## src/rtl/logic_alu_pkg.sv

```systemverilog
// Shared definitions for the pipelined logic/arithmetic unit: opcode encodings
// and the bit positions of the status flags.
package logic_alu_pkg;

    localparam int OP_W   = 3;
    localparam int FLAG_W = 5;

    localparam logic [OP_W-1:0] OP_ADD  = 3'd0;
    localparam logic [OP_W-1:0] OP_SUB  = 3'd1;
    localparam logic [OP_W-1:0] OP_AND  = 3'd2;
    localparam logic [OP_W-1:0] OP_OR   = 3'd3;
    localparam logic [OP_W-1:0] OP_XOR  = 3'd4;
    localparam logic [OP_W-1:0] OP_XNOR = 3'd5;

    // m_flags packs {err, neg, zero, ovf, carry}
    localparam int FLAG_CARRY = 0;
    localparam int FLAG_OVF   = 1;
    localparam int FLAG_ZERO  = 2;
    localparam int FLAG_NEG   = 3;
    localparam int FLAG_ERR   = 4;

endpackage

```

## src/rtl/logic_alu_core.sv

```systemverilog
// Combinational datapath: one operand pair and opcode in, selected result
// and status flags out.
module logic_alu_core
    import logic_alu_pkg::*;
#(
    parameter int DATA_W = 32
) (
    input  logic [DATA_W-1:0] a,
    input  logic [DATA_W-1:0] b,
    input  logic [OP_W-1:0]   op,
    output logic [DATA_W-1:0] result,
    output logic [FLAG_W-1:0] flags
);

    logic [DATA_W:0] sum;
    logic [DATA_W:0] diff;
    logic            carry;
    logic            ovf;
    logic            err;

    // Extra top bit captures the ADD carry-out and the SUB borrow (a < b).
    assign sum  = {1'b0, a} + {1'b0, b};
    assign diff = {1'b0, a} - {1'b0, b};

    // Opcode decode and arithmetic flag generation.
    always_comb begin
        result = '0;
        carry  = 1'b0;
        ovf    = 1'b0;
        err    = 1'b0;
        case (op)
            OP_ADD: begin
                result = sum[DATA_W-1:0];
                carry  = sum[DATA_W];
                ovf    = (a[DATA_W-1] == b[DATA_W-1]) && (sum[DATA_W-1] != a[DATA_W-1]);
            end
            OP_SUB: begin
                result = diff[DATA_W-1:0];
                carry  = diff[DATA_W];
                ovf    = (a[DATA_W-1] != b[DATA_W-1]) && (diff[DATA_W-1] != a[DATA_W-1]);
            end
            OP_AND:  result = a & b;
            OP_OR:   result = a | b;
            OP_XOR:  result = a ^ b;
            OP_XNOR: result = ~(a ^ b);
            default: err = 1'b1;
        endcase
    end

    // Flag vector assembly; zero and neg follow whatever result was selected.
    always_comb begin
        flags             = '0;
        flags[FLAG_CARRY] = carry;
        flags[FLAG_OVF]   = ovf;
        flags[FLAG_ZERO]  = (result == '0);
        flags[FLAG_NEG]   = result[DATA_W-1];
        flags[FLAG_ERR]   = err;
    end

endmodule

```

## src/rtl/logic_alu_pipe.sv

```systemverilog
// Two-stage valid/ready pipeline around logic_alu_core: stage 1 registers the
// operands, stage 2 registers the computed result onto the m_* outputs.
module logic_alu_pipe
    import logic_alu_pkg::*;
#(
    parameter int DATA_W = 32,
    parameter int USER_W = 4
) (
    input  logic              aclk,
    input  logic              aresetn,
    input  logic              s_valid,
    output logic              s_ready,
    input  logic [DATA_W-1:0] s_a,
    input  logic [DATA_W-1:0] s_b,
    input  logic [OP_W-1:0]   s_op,
    input  logic [USER_W-1:0] s_user,
    output logic              m_valid,
    input  logic              m_ready,
    output logic [DATA_W-1:0] m_result,
    output logic [USER_W-1:0] m_user,
    output logic [FLAG_W-1:0] m_flags
);

    logic              valid1;
    logic [DATA_W-1:0] a1;
    logic [DATA_W-1:0] b1;
    logic [OP_W-1:0]   op1;
    logic [USER_W-1:0] user1;

    logic              load1;
    logic              load2;
    logic [DATA_W-1:0] core_result;
    logic [FLAG_W-1:0] core_flags;

    // A stage may take new data when it is empty or its content moves on this cycle.
    assign load2   = !m_valid || m_ready;
    assign load1   = !valid1 || load2;
    assign s_ready = aresetn && load1;

    logic_alu_core #(
        .DATA_W (DATA_W)
    ) u_core (
        .a      (a1),
        .b      (b1),
        .op     (op1),
        .result (core_result),
        .flags  (core_flags)
    );

    // Stage 1: operand capture.
    always_ff @(posedge aclk) begin
        if (!aresetn) begin
            valid1 <= 1'b0;
            a1     <= '0;
            b1     <= '0;
            op1    <= '0;
            user1  <= '0;
        end else if (load1) begin
            valid1 <= s_valid;
            a1     <= s_a;
            b1     <= s_b;
            op1    <= s_op;
            user1  <= s_user;
        end
    end

    // Stage 2: result registers; payload only changes when a new beat lands, so it holds under stall.
    always_ff @(posedge aclk) begin
        if (!aresetn) begin
            m_valid  <= 1'b0;
            m_result <= '0;
            m_user   <= '0;
            m_flags  <= '0;
        end else if (load2) begin
            m_valid <= valid1;
            if (valid1) begin
                m_result <= core_result;
                m_user   <= user1;
                m_flags  <= core_flags;
            end
        end
    end

endmodule

```

## config.mk

```make
export PLATFORM = sky130hd
export DESIGN_NAME = logic_alu_pipe
export DESIGN_NICKNAME = d
export VERILOG_FILES = /design/src/rtl/logic_alu_pkg.sv /design/src/rtl/logic_alu_core.sv /design/src/rtl/logic_alu_pipe.sv
export SDC_FILE = /design/constraint.sdc
export NUM_CORES = 1
export LEC_CHECK = 0
export CAP_MARGIN = 20
export CELL_PAD_IN_SITES_DETAIL_PLACEMENT = 1
export CELL_PAD_IN_SITES_GLOBAL_PLACEMENT = 1
export CORE_MARGIN = 8
export CORE_UTILIZATION = 35
export CTS_CLUSTER_DIAMETER = 50
export DETAILED_ROUTE_END_ITERATION = 8
export GPL_TIMING_DRIVEN = 0
export PLACE_DENSITY = 0.72
export SETUP_SLACK_MARGIN = 0.05
export SLEW_MARGIN = 5
export SYNTH_ARGS = -nofsm -noshare
export SYNTH_HDL_FRONTEND = slang
export SYNTH_SLANG_ARGS = --single-unit
```

## constraint.sdc

```tcl
create_clock -name aclk -period 5.8 [get_ports aclk]
set_clock_uncertainty 0.05 [all_clocks]
set_input_delay 0.87 -clock aclk [delete_from_list [all_inputs] [get_ports aclk]]
set_output_delay 0.87 -clock aclk [all_outputs]
set_load 0.05 [all_outputs]
```

==> run metrics <==
outcome finished, final reports clean; kind of cell adding the most delay to the critical path buffers and inverters; total track usage 26.7%; post-layout min period 5040 ps; total count of max-transition violations in the final report 0; clock tree from TritonCTS done; leakage power 0.00485 µW; leading cell type in the layout, fill and taps excluded nand2_1; switching power total approximately 1200 µW; fraction of the mapped netlist area in simple logic gates 24.6%; cells along the critical path buf_2 > clkbuf_1 > clkbuf_1 > clkbuf_1 > buf_1 > a211oi_1 > nor3_1 > o21a_1 > nor2_1 > a211oi_1 > nand4_1 > o41ai_2; Port Buf Inserts 116; clock-pin slew on the worst setup and hold paths around 60 ps; library cell used as clock root buffer clkbuf_16; least setup slack across all paths after layout 763 ps; initial detailed-routing violation count around 970; sum of negative setup slack 0 ps; final hold vios 0; die span in x 182 µm; Post-synth top flop dfxtp_1; Crit. End Element register; number of global-route vias before repair 11.0k; vertical die dimension about 180 µm; first-pass GRT wire length 68100 µm; dominant combinational cell family by area after synthesis compound AO/OA/AOI/OAI gates; Clock Sinks 113; Final HPWL DP 34800 µm; register share of total power 29.6%; Least-Margin Pin Slew ~1200 ps; post-CTS setup repair buffer count 0; number of antenna repair diodes 0; number of antenna violations at the first check in global routing 0; share of synthesized registers carrying an async set or reset 0%; Core Rows around 60; final critical-path share of the clock period 86.8%; worst path bufs/invs 5; post-route non-filler standard cell count 1876; top-level port count 118; compound-cell area share of the yosys netlist 27.6%; WP data arrival around 5300 ps; proportion of power drawn by combinational gates 32.2%; Switching Share 39.9%; required time worst endpoint around 6100 ps; cell-internal power 1760 µW; net count reported at finish 1699; library cells used by synthesis 85; netlist area before placement 0.00967 mm²; portion of the post-synthesis area used by sequential elements 23.4%; post-CTS resize count 0; share of total power in the clock network 38.2%; Critical Path Fanout Max 10; final wirelength approximately 45000 µm; pin count of the biggest net entering global routing 17; cell count after placement 1843; number of filler cells placed in the layout 3486; number of synthesized flops with an enable pin 0; most used cell, CP clkbuf_1; count of endpoints failing setup in the final report 0; Synth Register Bits about 110; critical path class reg -> reg; synthesized net count 1563; Yosys warning total 0; routability-driven placement congestion ratio between 0.9 and 1; WL per Instance 23.9 µm; area share of xor/xnor cells in the synthesized design 1.81%; effective utilization at floorplan 35.2%; remaining routing DRC violations 0; fraction of final layout cells sized beyond drive strength 1 5.23%; Power per Cell Area 247 mW/mm²; commonest cells after routing, fill and taps aside 219 x nand2_1, 163 x a21oi_1, 148 x nor2_1, 116 x clkdlybuf4s50_1, 113 x dfxtp_1; number of optimization iterations in the first detailed-route pass 5; nature of the critical path startpoint register; adder-cell share of the synthesized area 14.0%; global route overflow 0; hold-fix buffer count after cts 0; pre-CTS worst setup slack 401 ps; Critical-path top delay cell clkbuf_1; highest achievable clock rate 199 MHz; deepest level of the CTS H-tree 4; worst slew margin relative to its limit 18.0%; Mapped Cells ~1.4k; post-synthesis mux area share less than 1%; max_cap viols 0; later-pin clock latency in the skew report 450 ps; class of the most critical hold timing path reg -> reg; setup repair after global routing missed its margin no; TritonCTS Buffers 17; die area 0.0332 mm²; number of routed nets with antenna violations 0; worst vdd ir 187 µV; floorplan core area 0.0275 mm²; CTS Buffer Depth 2; max incr delay on CP between 700 and 800 ps; Mean Syn Cell Area approximately 7.0 µm²; count of vias placed by the detailed router 10.9k; area growth from synthesis to layout 22.7%; via count normalized by instance count approximately 5.8
==> routing by layer <==
| layer | up-vias | GRT usage, % | wire, µm |
|---|---|---|---|
| met5 | - | 0 | 0 |
| met4 | 0 | 6.63 | 793 |
| met3 | 44 | 4.51 | 2950 |
| met2 | 391 | 41.3 | 19600 |
| met1 | 5344 | 37.7 | 21400 |
| li1 | 5108 | - | - |
==> synthesized netlist by cell type, drive strengths merged (5+ instances only) <==
master	number	area (µm²)
o21ai	57	285
dfxtp	113	2260
a21oi	163	816
buf	27	141
mux2i	5	50.1
nand2b	10	62.6
nand4	14	93.8
o21a	9	67.6
clkbuf	66	251
a211oi	40	323
a21o	20	150
nor2b	13	81.3
ha	105	1310
nor4	9	56.3
xor2	5	43.8
a2111oi	8	76.3
o21bai	5	37.5
nor3b	5	37.5
nand3	21	105
o211ai	16	125
o311ai	5	43.8
a31oi	9	56.3
or2	7	43.8
nor3	53	265
o31ai	12	90.1
inv	93	349
nor2	148	556
nand2	219	822
or4	5	41.3
or3	8	55.1
xnor2	15	131
o22ai	13	81.3
==> path summary, 6_finish.rpt <==
path	startpoint	end	slack (ps)	cells after the start
setup / recovery	op1[0]	m_flags[2]	760	12
hold / removal	m_user[0]	m_user[0]	410	2
setup reg to reg	op1[0]	m_flags[2]	760	12
hold reg to reg	m_user[0]	m_user[0]	410	2
==> layout make-up <==
cell class              instances  area, µm²  share of cell area, %
multi-input cells            1080       6660                   56.1
flip-flops and latches        113       2260                   19.1
clock buffers                  17        425                   3.58
clock inverters                15        163                   1.37
inverters                      95        357                   3.00
repair buffers                117       1170                   9.89
well taps                     346        433                   3.65
plain buffers                  93        393                   3.31
==> flip-flops by register name, indices dropped and copies added (netlist names) <==
register	count
m_result	31
b1	32
a1	32
op1	3
user1	4
m_user	4
m_flags	5
m_valid	1
valid1	1
==> metrics by stage <==
step           cell area (µm²)  hold slack (ps)  total power (µW)  utilization [%]
2_1_floorplan             9670              382              1460                -
6_report                 11900              408              2930             43.2
3_5_place_dp             11300              401              1800             41.0
3_3_place_gp             11300              389              1790             41.0
4_1_cts                  11900              409              2930             43.1
5_1_grt                  11900              420              3060             43.2
==> tightest hold or removal path, delay by kind of cell, from the launching register on <==
family	cells	cell delay [ps]
flops	1	310
simple gates	1	50
compound gates	1	50
==> kinds of logic after synthesis <==
kind of cell	count (synthesis)
and+or+nand+nor	532
xor gates and xnor gates	20
DFF	113
muxes	8
adders and majority gates	107
AOI/OAI and AO/OA	413
buffers and inverters	188
==> power by group through the flow <==
stage                     logic [µW]  clock network [µW]  registers (µW)
final                            945                1120             868
after global routing            1010                1170             875
after CTS                        925                1130             868
after detailed placement         919                   0             886
after global placement           907                   0             882
after floorplan                  518                   0             938
Note: power is estimated with default switching activity, not from simulation.
